==> config.mk <==
export PLATFORM = sky130hd
export DESIGN_NAME = hilo_multdiv
export DESIGN_NICKNAME = d
export VERILOG_FILES = /design/src/rtl/mips_pkg.sv /design/src/rtl/md_datapath.sv /design/src/rtl/hilo_multdiv.sv
export SDC_FILE = /design/constraint.sdc
export NUM_CORES = 1
export LEC_CHECK = 0
export CAP_MARGIN = 20
export CORE_MARGIN = 2
export CORE_UTILIZATION = 35
export DETAILED_ROUTE_END_ITERATION = 8
export DONT_BUFFER_PORTS = 1
export MAX_ROUTING_LAYER = met4
export PLACE_DENSITY = 0.6
export SETUP_SLACK_MARGIN = 0.02
export SLEW_MARGIN = 20
export SYNTH_ARGS = -nofsm -noshare
export SYNTH_HDL_FRONTEND = slang
export SYNTH_SLANG_ARGS = --single-unit
==> constraint.sdc <==
create_clock -name clk -period 16.6 [get_ports clk]
set_clock_uncertainty 0.05 [all_clocks]
set_input_delay 1.66 -clock clk [delete_from_list [all_inputs] [get_ports clk]]
set_output_delay 1.66 -clock clk [all_outputs]
set_load 0.02 [all_outputs]
==> src/rtl/mips_pkg.sv <==
`default_nettype none
// ============================================================================
// Module   : mips_pkg
// Brief    : Shared funct codes and enums for the HI/LO multiply/divide unit.
// Revision : 1.0 - initial release
// ============================================================================
package mips_pkg;

    localparam logic [5:0] FN_MFHI  = 6'd16;
    localparam logic [5:0] FN_MTHI  = 6'd17;
    localparam logic [5:0] FN_MFLO  = 6'd18;
    localparam logic [5:0] FN_MTLO  = 6'd19;
    localparam logic [5:0] FN_MULT  = 6'd24;
    localparam logic [5:0] FN_MULTU = 6'd25;
    localparam logic [5:0] FN_DIV   = 6'd26;
    localparam logic [5:0] FN_DIVU  = 6'd27;

    typedef enum logic [1:0] {
        IDLE = 2'd0,
        RUN  = 2'd1,
        FIX  = 2'd2
    } md_state_t;

    typedef enum logic {
        OP_MUL = 1'b0,
        OP_DIV = 1'b1
    } md_op_t;

    function automatic logic is_md_funct(input logic [5:0] fn);
        return (fn == FN_MULT) || (fn == FN_MULTU) || (fn == FN_DIV) || (fn == FN_DIVU);
    endfunction

endpackage
`default_nettype wire

==> src/rtl/md_datapath.sv <==
`default_nettype none
// ============================================================================
// Module   : md_datapath
// Brief    : Shift-add multiplier / restoring divider core with sign fix-up.
// Revision : 1.0 - initial release
// ============================================================================
module md_datapath
    import mips_pkg::*;
#(
    parameter int WIDTH = 32
) (
    input  logic             clk,
    input  logic             rst,
    input  logic             i_load,
    input  logic             i_step,
    input  md_op_t           i_op,
    input  logic             i_signed,
    input  logic [WIDTH-1:0] i_op_a,
    input  logic [WIDTH-1:0] i_op_b,
    output logic [WIDTH-1:0] o_res_hi,
    output logic [WIDTH-1:0] o_res_lo
);

    md_op_t             r_op;
    logic [2*WIDTH-1:0] r_acc;
    logic [WIDTH:0]     r_rem;
    logic [WIDTH-1:0]   r_m;
    logic [WIDTH-1:0]   r_a_raw;
    logic               r_sign_q;
    logic               r_sign_r;
    logic               r_dbz;

    logic [WIDTH-1:0]   w_abs_a;
    logic [WIDTH-1:0]   w_abs_b;
    logic [WIDTH:0]     w_mul_sum;
    logic [WIDTH:0]     w_shift;
    logic [WIDTH:0]     w_diff;
    logic               w_qbit;
    logic [2*WIDTH-1:0] w_prod;
    logic [WIDTH-1:0]   w_quo;
    logic [WIDTH-1:0]   w_rmd;

    assign w_abs_a = (i_signed && i_op_a[WIDTH-1]) ? -i_op_a : i_op_a;
    assign w_abs_b = (i_signed && i_op_b[WIDTH-1]) ? -i_op_b : i_op_b;

    // Multiply: low half of r_acc holds the multiplier, consumed LSB first.
    assign w_mul_sum = {1'b0, r_acc[2*WIDTH-1:WIDTH]} + (r_acc[0] ? {1'b0, r_m} : '0);

    // Divide: low half of r_acc holds the dividend, replaced by quotient bits.
    assign w_shift = {r_rem[WIDTH-1:0], r_acc[WIDTH-1]};
    assign w_diff  = w_shift - {1'b0, r_m};
    assign w_qbit  = ~w_diff[WIDTH];

    always_ff @(posedge clk or posedge rst) begin
        if (rst) begin
            r_op     <= OP_MUL;
            r_acc    <= '0;
            r_rem    <= '0;
            r_m      <= '0;
            r_a_raw  <= '0;
            r_sign_q <= 1'b0;
            r_sign_r <= 1'b0;
            r_dbz    <= 1'b0;
        end else if (i_load) begin
            r_op     <= i_op;
            r_rem    <= '0;
            r_a_raw  <= i_op_a;
            r_sign_q <= i_signed & (i_op_a[WIDTH-1] ^ i_op_b[WIDTH-1]);
            r_sign_r <= i_signed & i_op_a[WIDTH-1];
            r_dbz    <= (i_op_b == '0);
            if (i_op == OP_DIV) begin
                r_m   <= w_abs_b;
                r_acc <= {{WIDTH{1'b0}}, w_abs_a};
            end else begin
                r_m   <= w_abs_a;
                r_acc <= {{WIDTH{1'b0}}, w_abs_b};
            end
        end else if (i_step) begin
            if (r_op == OP_DIV) begin
                r_rem <= w_qbit ? w_diff : w_shift;
                r_acc <= {r_acc[2*WIDTH-1:WIDTH], r_acc[WIDTH-2:0], w_qbit};
            end else begin
                r_acc <= {w_mul_sum, r_acc[WIDTH-1:1]};
            end
        end
    end

    assign w_prod = r_sign_q ? -r_acc : r_acc;
    assign w_quo  = r_sign_q ? -r_acc[WIDTH-1:0] : r_acc[WIDTH-1:0];
    assign w_rmd  = r_sign_r ? -r_rem[WIDTH-1:0] : r_rem[WIDTH-1:0];

    // Divide-by-zero returns the untouched dividend in HI and all-ones in LO.
    always_comb begin
        o_res_hi = w_prod[2*WIDTH-1:WIDTH];
        o_res_lo = w_prod[WIDTH-1:0];
        if (r_op == OP_DIV) begin
            o_res_hi = r_dbz ? r_a_raw : w_rmd;
            o_res_lo = r_dbz ? {WIDTH{1'b1}} : w_quo;
        end
    end

endmodule
`default_nettype wire

==> src/rtl/hilo_multdiv.sv <==
`default_nettype none
// ============================================================================
// Module   : hilo_multdiv
// Brief    : Iterative MULT/DIV unit owning HI/LO, with pipeline stall request.
// Revision : 1.0 - initial release
// ============================================================================
module hilo_multdiv
    import mips_pkg::*;
#(
    parameter int WIDTH = 32
) (
    input  logic             clk,
    input  logic             reset,
    input  logic             multdiv,
    input  logic [5:0]       function_code,
    input  logic             hi_wren,
    input  logic             lo_wren,
    input  logic             mfhi,
    input  logic             mflo,
    input  logic [WIDTH-1:0] op_a,
    input  logic [WIDTH-1:0] op_b,
    output logic [WIDTH-1:0] hi,
    output logic [WIDTH-1:0] lo,
    output logic             busy,
    output logic             stall,
    output logic             done
);

    localparam int CW = $clog2(WIDTH);

    md_state_t        r_state;
    md_state_t        w_state_nxt;
    logic [CW-1:0]    r_count;
    logic [WIDTH-1:0] r_hi;
    logic [WIDTH-1:0] r_lo;
    logic             r_done;

    logic             w_accept;
    logic             w_step;
    logic             w_last;
    md_op_t           w_op;
    logic             w_signed;
    logic [WIDTH-1:0] w_res_hi;
    logic [WIDTH-1:0] w_res_lo;

    assign w_accept = (r_state == IDLE) && multdiv && is_md_funct(function_code);
    assign w_op     = ((function_code == FN_DIV) || (function_code == FN_DIVU)) ? OP_DIV : OP_MUL;
    assign w_signed = (function_code == FN_MULT) || (function_code == FN_DIV);
    assign w_last   = (r_count == CW'(WIDTH - 1));

    always_comb begin
        w_state_nxt = r_state;
        w_step      = 1'b0;
        case (r_state)
            IDLE: begin
                if (w_accept) begin
                    w_state_nxt = RUN;
                end
            end
            RUN: begin
                w_step = 1'b1;
                if (w_last) begin
                    w_state_nxt = FIX;
                end
            end
            FIX:     w_state_nxt = IDLE;
            default: w_state_nxt = IDLE;
        endcase
    end

    always_ff @(posedge clk or posedge reset) begin
        if (reset) begin
            r_state <= IDLE;
            r_count <= '0;
            r_hi    <= '0;
            r_lo    <= '0;
            r_done  <= 1'b0;
        end else begin
            r_state <= w_state_nxt;
            r_done  <= (r_state == FIX);
            if (w_accept) begin
                r_count <= '0;
            end else if (r_state == RUN) begin
                r_count <= r_count + CW'(1);
            end
            // MTHI/MTLO only land while idle; a stalled write retries after busy drops.
            if (r_state == FIX) begin
                r_hi <= w_res_hi;
                r_lo <= w_res_lo;
            end else if ((r_state == IDLE) && !multdiv) begin
                if (hi_wren) begin
                    r_hi <= op_a;
                end
                if (lo_wren) begin
                    r_lo <= op_a;
                end
            end
        end
    end

    md_datapath #(
        .WIDTH(WIDTH)
    ) u_datapath (
        .clk      (clk),
        .rst      (reset),
        .i_load   (w_accept),
        .i_step   (w_step),
        .i_op     (w_op),
        .i_signed (w_signed),
        .i_op_a   (op_a),
        .i_op_b   (op_b),
        .o_res_hi (w_res_hi),
        .o_res_lo (w_res_lo)
    );

    assign hi    = r_hi;
    assign lo    = r_lo;
    assign done  = r_done;
    assign busy  = (r_state != IDLE);
    assign stall = busy & (mfhi | mflo | multdiv | hi_wren | lo_wren);

endmodule
`default_nettype wire
## Word-level counts from Yosys, hierarchy flattened

Index checks and enable logic that the tools add are counted.

- Register bits: 236

- Add/sub/neg operators: 8
- Equal/unequal tests: 10
- Multiplexer cells: 32
- Bitwise operators: 9
- Reduce and logical (&&, ||, !) cells: 25

Operators with widths:

| cell | number |
|---|---|
| $mux 32 | 21 |
| $mux 64 | 4 |
| $neg 32->32 | 4 |
| $neg 64->64 | 1 |
| $add 32x33->33 | 1 |
| $sub 33x32->33 | 1 |
| $logic_not 32->1 | 1 |
| $eq 6x5->1 const B | 4 |
| $reduce_bool 2->1 | 7 |
| $mux 5 | 2 |
| $reduce_and 2->1 | 5 |
| $add 5x1->5 const B | 1 |
| $eq 5x5->1 const B | 1 |
| $logic_and 1x1->1 | 5 |
| $logic_or 1x1->1 | 5 |
| $mux 2 | 2 |
| $ne 2x1->1 const B | 2 |
| $or 1x1->1 | 4 |
| $pmux 2 s2 | 1 |
| $and 1x1->1 | 3 |
| $eq 2x1->1 const B | 1 |
| $eq 2x2->1 const B | 1 |
| $logic_not 2->1 | 1 |
| $mux 1 | 2 |
| 4 further kinds | 4 |

## Depth between registers and ports, before layout

Gate-level depths: netlist (run 1).

- Depth after elaboration: 7
- Mapped depth: 14

## By module

From an unflattened synthesis (run 1), not the netlist that was laid out.

- Cell total of the unflattened synthesis: 2177
- Area, all modules: 18921.9 um2

Modules (own cells, without submodules):

| module | instances | cells each | area each (um2) | seq. area each (um2) |
|---|---|---|---|---|
| md_datapath | 1 | 1920 | 15299.7 | 4103.9 |
| hilo_multdiv | 1 | 257 | 3622.2 | 1801.7 |

## Worst setup path before layout (run 1)

Ideal clock, no wire load.

- Path kind: input-to-reg
- Start: in op_a[8]
- End: reg u_datapath.r_acc[29]
- Arrival time: 3951 ps
- Data required time: 16417 ps
- Slack: 12466 ps
- Stages: 10
- Path through: clkbuf_1 > or4_1 > or4_1 > nor4_1 > nand2_1 > o31ai_1 > xor2_1 > nand2_1 > o211ai_1 > o21ai_0

- Longest elaborated chain between the ends: 4

RTL lines:

| element | RTL line | RTL |
|---|---|---|
| start: declaration | hilo_multdiv.sv:20 | `input logic [WIDTH-1:0] op_a,` |
| $neg 32->32 | md_datapath.sv:43 | `assign w_abs_a = (i_signed && i_op_a[WIDTH-1]) ? -i_op_a : i_op_a;` |
| $mux 32 | md_datapath.sv:43 |  |
| $mux 32 | md_datapath.sv:71 | `if (i_op == OP_DIV) begin` |
| $mux 64 | md_datapath.sv:64 | `end else if (i_load) begin` |
| end signal: assignment | md_datapath.sv:73 | `r_acc <= {{WIDTH{1'b0}}, w_abs_a};` |
| end signal: assignment | md_datapath.sv:76 | `r_acc <= {{WIDTH{1'b0}}, w_abs_b};` |
| end signal: assignment | md_datapath.sv:81 | `r_acc <= {r_acc[2*WIDTH-1:WIDTH], r_acc[WIDTH-2:0], w_qbit};` |
| end: declaration | md_datapath.sv:25 | `logic [2*WIDTH-1:0] r_acc;` |

Every way passes these cells.
A chain may end at the register's enable or synchronous reset.

## Worst setup path after layout (run 1)

- Start: reg u_datapath.r_acc[31]
- End: reg u_datapath.r_rem[1]

- Longest elaborated chain between the ends: 5

RTL lines:

| element | RTL line | RTL |
|---|---|---|
| $sub 33x32->33 | md_datapath.sv:51 | `assign w_diff = w_shift - {1'b0, r_m};` |
| $mux 32 | md_datapath.sv:80 | `r_rem <= w_qbit ? w_diff : w_shift;` |
| $mux 32 | md_datapath.sv:79 | `if (r_op == OP_DIV) begin` |
| $mux 32 | md_datapath.sv:78 | `end else if (i_step) begin` |
| $mux 32 | md_datapath.sv:64 |  |
| end signal: assignment | md_datapath.sv:80 |  |
| end: declaration | md_datapath.sv:26 | `logic [WIDTH:0] r_rem;` |

Every way passes these cells. The select of a mux whose other input is x is not followed.

==> impl_metrics.toml, run 1 <==
[clock_tree]
cts_setup_buffers = 0
cts_buffer_depth = 3
cts-root-buf = "clkbuf_16"
clk_latency_ns = 0.58
ctsHoldBuffers = 0
clk_pin_slew_ns = 0.06
clkSinkCount = 236
cts_tree = "yes"
cts_resized = 0
cts_made_buffers = 29
htreeDepth = 1

[grt]
grt.total_usage_pct = 25.7
grt_pass1_vias = 15900
grt_max_degree = 116
grt_pass1_wl_mm = 102
antenna_found_initial = 0
overflow = 0

[timing]
tns_ns = 0
rsz0062_at_grt = "no"
max_freq_mhz = 226
drv_slew = 0
setup_viol = 0
final-hold-violation-count = 0
period_share_pct = 26.6
post-route-min-period_ns = 4.42
relSlewSlack_pct = 31.2
worst_pin_slew_ns = 1.03

[floorplanning]
die_h_um = 231
rows = 83
initial_utilization_pct = 35.3
io_pins = 144
coreArea_mm2 = 0.0511
dieArea_mm2 = 0.0533
die_x_um = 231

[synthesis]
async_flop_share_pct = 100
synth-edff-count = 0
synth_cells = 2236
synth_flop_cell = "dfrtp_1"
seq_area_frac_synth_pct = 32.8
synth-warning-count = 0
ys_types = 75
syn_nets = 2385
postSynthAreaPerCell_um2 = 8.06
synth-seq-cells = 236
syn_area_mm2 = 0.0180

[run]
max_cap_violations = 0

[cells_and_area]
fin_area_mm2 = 0.0196
multi_input_area_mm2 = 0.0113
finalNetCount = 2281
area_delta_synth_final_pct = 8.59
nFillCells = 5244
drive_above_1_share_pct = 5.01
seq_area_mm2 = 0.00591

[placed_design]
dpl-instance-area_mm2 = 0.0185
port_buffers = 0
place_congestion = 0.977
hpwl_mm = 50.2

[routing]
vias_per_cell = 5.99
drt-initial-drc-count = 1544
wire_per_inst_um = 23.8
vias = 17000
drtPass1Iterations = 6
drt_wl_total_mm = 67.6
remaining_drc_errors = 0
ant_nets = 0

[setup_path]
rrSetupSlack_ns = 12.18
worstSetupEndpointType = "flip-flop"
rr_endpoint = "u_datapath.r_rem[1]$_DFFE_PP0P_"
critPathMaxFanout = 34
crit_arrival_ns = 4.86
r2r-start = "u_datapath.r_acc[31]$_DFFE_PP0P_"
r2r_cells = 13
required_ns = 17.04
crit_path_start_kind = "flip-flop"
worstSetupPathType = "reg2reg"
startpoint = "u_datapath.r_acc[31]$_DFFE_PP0P_"
cp-endpoint = "u_datapath.r_rem[1]$_DFFE_PP0P_"

[pwr]
ir_drop_mv = 0.106
p_leak_nw = 7.93
powerDensity_mw_per_mm2 = 203

[hold_path]
hold_class = "reg2reg"
min-delay-start = "u_datapath.r_a_raw[14]$_DFFE_PP0P_"

[status]
status = "complete, no violations"
## cells in the final DEF (no fill, tap or decap), types with 66 or more instances in the layout
cell / n
nand2_1: 275
dfrtp_1: 233
o21ai_0: 221
nor2_1: 162
a21oi_1: 153
xor2_1: 106
xnor2_1: 91
nand3_1: 89
mux2i_1: 74
ha_1: 70
inv_1: 66
## logic make-up (layout without fill, tap and decap cells)
family	Yosys count	in the layout	synth area share [%]
adders and majority gates	72	72	5.08
buffers and inverters	221	140	4.70
other	0	1	0
muxes	79	79	4.42
AOI/OAI and AO/OA	689	689	23.9
xor gates and xnor gates	198	198	9.62
and+or+nand+nor	741	741	19.5
DFF	236	236	32.8
## critical path, cell delays in order (launching register included)
cell	delay, ns
dfrtp_1	0.58
inv_1	0.12
ha_1	0.25
fa_1	0.41
nand2b_1	0.18
a21oi_1	0.22
nor4b_1	0.13
nor4_1	0.62
nor3_1	0.15
o21ai_1	0.38
xor2_4	0.16
buf_4	0.51
mux2_2	0.40
o21ai_0	0.15
## cell type report
cell class / count / area share (%)
clock inverters: 18 / 1.48
diodes: 1 / 0.0128
multi-input cells: 1779 / 57.9
repair buffers: 18 / 0.690
inverters: 68 / 1.34
well taps: 680 / 4.35
flip-flops and latches: 236 / 30.2
clock buffers: 36 / 4.05
## cell usage after synthesis (all sizes together) (67+ instances only)
cell / number / area (um2)
clkbuf: 129 / 484
mux2i: 74 / 741
nand3: 90 / 450
nand2: 277 / 1040
xor2: 107 / 937
xnor2: 91 / 797
nor2: 163 / 612
ha: 70 / 876
dfrtp: 236 / 5910
inv: 67 / 251
a21oi: 153 / 766
o21ai: 244 / 1220
## per-layer routing
metal / global-route usage (%) / wire, um
met3: 4.01 / 5880
met2: 39.4 / 30000
met4: 8.61 / 2230
met1: 34.5 / 29400
met5: - / 0
## flip-flops by register name, summed over array words and instances, names as in the netlist
register / flops
done: 1
hi: 32
lo: 32
r_count: 5
r_state: 2
u_datapath.r_a_raw: 32
u_datapath.r_acc: 64
u_datapath.r_dbz: 1
u_datapath.r_m: 32
u_datapath.r_op: 1
u_datapath.r_rem: 32
u_datapath.r_sign_q: 1
u_datapath.r_sign_r: 1
## worst min-delay path by stage
stage / depth (start not counted) / to
after floorplan: 2 / u_datapath.r_a_raw[20]$_DFFE_PP0P_
after global placement: 2 / u_datapath.r_a_raw[5]$_DFFE_PP0P_
after detailed placement: 2 / u_datapath.r_a_raw[20]$_DFFE_PP0P_
after CTS: 2 / u_datapath.r_a_raw[6]$_DFFE_PP0P_
after global routing: 2 / u_datapath.r_a_raw[15]$_DFFE_PP0P_
final: 2 / u_datapath.r_a_raw[14]$_DFFE_PP0P_
## where the power goes
group	switching [mW]	internal [mW]	total (mW)
Clock	0.277	0.449	0.726
Combinational	1.15	0.818	1.97
Sequential	0.462	0.822	1.28
Total	1.89	2.09	3.98
## per-stage QoR
stage	power [mW]	cells	hold WS, ns	worst slack [ns]	util (%)
detailed placement	3.22	2781	0.410	11.84	36.2
global placement	3.18	2781	0.407	11.95	36.2
global route	4.26	2835	0.438	12.07	38.3
floorplan	2.67	2236	0.391	8.42	-
finish	3.98	2836	0.424	12.18	38.3
CTS	3.95	2835	0.428	12.23	38.3
Note: power is estimated with default switching activity, not from simulation.
==> run 2: changes to the inputs <==
--- a/config.mk
+++ b/config.mk
@@ -11,7 +11,7 @@
 export DETAILED_ROUTE_END_ITERATION = 8
 export DONT_BUFFER_PORTS = 1
 export MAX_ROUTING_LAYER = met4
-export PLACE_DENSITY = 0.6
+export PLACE_DENSITY = 0.62
 export SETUP_SLACK_MARGIN = 0.02
 export SLEW_MARGIN = 20
 export SYNTH_ARGS = -nofsm -noshare
==> constraint.sdc (replaced) <==
create_clock -name clk -period 4 [get_ports clk]
set_clock_uncertainty 0.05 [all_clocks]
set_input_delay 0.4 -clock clk [delete_from_list [all_inputs] [get_ports clk]]
set_output_delay 0.4 -clock clk [all_outputs]
set_load 0.02 [all_outputs]
==> run 2 against run 1 <==
- sequential share of layout area decreased by 0.78 points
- register-to-register slack got worse by 12 ns
- largest cell class unchanged
- design area increased by 2.7%
- count of clock-buffer cells in the layout increased by 5
- first-iteration DRC count increased by 30%
==> impl_metrics.toml, run 2 (same netlist as run 1, synthesis figures left out) <==
[pwr]
intPower_mw = 8.57
powerDensity_mw_per_mm2 = 818
p_seq_share_pct = 31.8
ir_drop_mv = 0.383
p_leak_nw = 8.18
netSwitchingPower_mw = 7.86
power_frac_comb_pct = 51.7
pwr-share-clk_pct = 16.5
switching_share_pct = 47.8

[setup_path]
path_depth = 10
worstSetupEndpointType = "flip-flop"
crit_top_cell = "nand4_1"
crit_path_start_kind = "flip-flop"
max_stage_delay_ns = 0.63
crit_family = "simple AND/OR/NAND/NOR gates"
crit_buf_inv = 1
crit_arrival_ns = 4.13
critPathMaxFanout = 8
slowest_stage = "or4_4"
path_cells = "or4_4, nor4_4, nand4_1, nor4_2, buf_4, nand4_1, o311ai_0, o41ai_1, a21oi_1, nor3_1"
worstSetupPathType = "reg2reg"
r2r_cells = 10
required_ns = 4.40

[cells_and_area]
finalNetCount = 2344
diodes = 0
layout_common_cells = "275 x nand2_1, 233 x dfrtp_1, 221 x o21ai_0, 163 x nor2_1, 153 x a21oi_1"
drive_above_1_share_pct = 5.77
layout_commonest_cell = "nand2_1"
area_delta_synth_final_pct = 11.5
largest_reg_flops = 64
largest-register = "u_datapath.r_acc"
nFillCells = 5233
fin_area_mm2 = 0.0201

[timing]
post-route-min-period_ns = 3.73
tns_ns = 0
final-hold-violation-count = 0
drv_slew = 0
relSlewSlack_pct = 28.8
setup_viol = 0
worst_pin_slew_ns = 1.06
rsz0062_at_grt = "no"
period_share_pct = 93.3
max_freq_mhz = 268

[routing]
drtPass1Iterations = 6
ant_nets = 0
vias_per_cell = 5.99
drt_wl_total_mm = 69.6
drt-initial-drc-count = 2011
vias = 17400
remaining_drc_errors = 0
wire_per_inst_um = 24.0

[clock_tree]
htreeDepth = 1
cts_made_buffers = 28
clkSinkCount = 236
clk_pin_slew_ns = 0.06
cts_buffer_depth = 3
cts-root-buf = "clkbuf_16"
cts_tree = "yes"
cts_setup_buffers = 0
clk_latency_ns = 0.58

[status]
status = "complete, no violations"

[hold_path]
hold_class = "in2reg"
hold_depth = 2

[grt]
grt.total_usage_pct = 26.5
overflow = 0
grt_pass1_vias = 16100
grt_pass1_wl_mm = 105
antenna_found_initial = 2
grt_max_degree = 104

[placed_design]
port_buffers = 0
hpwl_mm = 51.6
place_congestion = 0.982
dpl-instance-area_mm2 = 0.0187

[floorplanning]
coreArea_mm2 = 0.0511
io_pins = 144
dieArea_mm2 = 0.0533
rows = 83
die_h_um = 231
initial_utilization_pct = 35.3
die_x_um = 231

[run]
max_cap_violations = 0
run 2: changes by cell type in the layout (fill, tap and decap cells not counted), moves of 2 or more:
cell	change
nor4_2	+2
buf_4	+20
bufinv_16	-4
inv_8	-2
dlygate4sd3_1	+39
nor4_1	-2
clkbuf_1	+4
buf_12	+5
run 2: power by group through the flow:
stage	registers [mW]	logic [mW]	clock network, mW
floorplan	4.57	6.50	0
global placement	5.18	8.15	0
detailed placement	5.21	8.28	0
CTS	5.18	8.37	2.74
global route	5.34	9.41	2.83
finish	5.23	8.49	2.72
run 2: per-stage QoR:
stage	hold WS (ns)	std cells	setup slack, ns	util (%)	power [mW]
global route	0.0106	2897	0.105	39.3	17.6
global placement	0.196	2806	0.295	36.7	13.3
finish	0.00767	2897	0.270	39.3	16.4
floorplan	0.391	2236	0.458	-	11.1
CTS	0.000961	2897	0.268	39.3	16.3
detailed placement	0.193	2806	0.280	36.7	13.5
run 2: layout make-up:
class / count / area, um2 / share of cell area [%]
Clock buffer: 41 / 821 / 4.08
Clock inverter: 11 / 144 / 0.716
Inverter: 68 / 259 / 1.29
Multi-Input combinational cell: 1779 / 11300 / 56.4
Sequential cell: 236 / 5910 / 29.4
Tap cell: 680 / 851 / 4.23
Timing Repair Buffer: 82 / 776 / 3.86
run 2: worst paths after layout:
check | startpoint | slack (ns) | endpoint
max in group asynchronous | reset | 2.77 | u_datapath.r_sign_q$_DFFE_PP0P_
max reg2reg | u_datapath.r_acc[3]$_DFFE_PP0P_ | 0.27 | hi[29]$_DFFE_PP0P_
min | op_a[0] | 0.008 | u_datapath.r_m[0]$_DFFE_PP0P_
max | u_datapath.r_acc[3]$_DFFE_PP0P_ | 0.27 | hi[29]$_DFFE_PP0P_
min in group asynchronous | reset | 0.21 | u_datapath.r_acc[62]$_DFFE_PP0P_
min reg2reg | u_datapath.r_a_raw[12]$_DFFE_PP0P_ | 0.43 | u_datapath.r_a_raw[12]$_DFFE_PP0P_
run 2: per-layer routing:
layer	wire (um)	track usage (%)	up-vias
met1	30100	35.6	8411
met4	3400	11.3	0
li1	-	-	7989
met5	0	-	-
met3	5920	4.27	154
met2	30100	39.4	810
run 2: what timing repair did:
item                                   in CTS  in global routing
hold buffers                               39                  0
resized for setup                           0                  2
setup endpoints to repair                   0                  2
endpoints found under the hold margin     120                  0
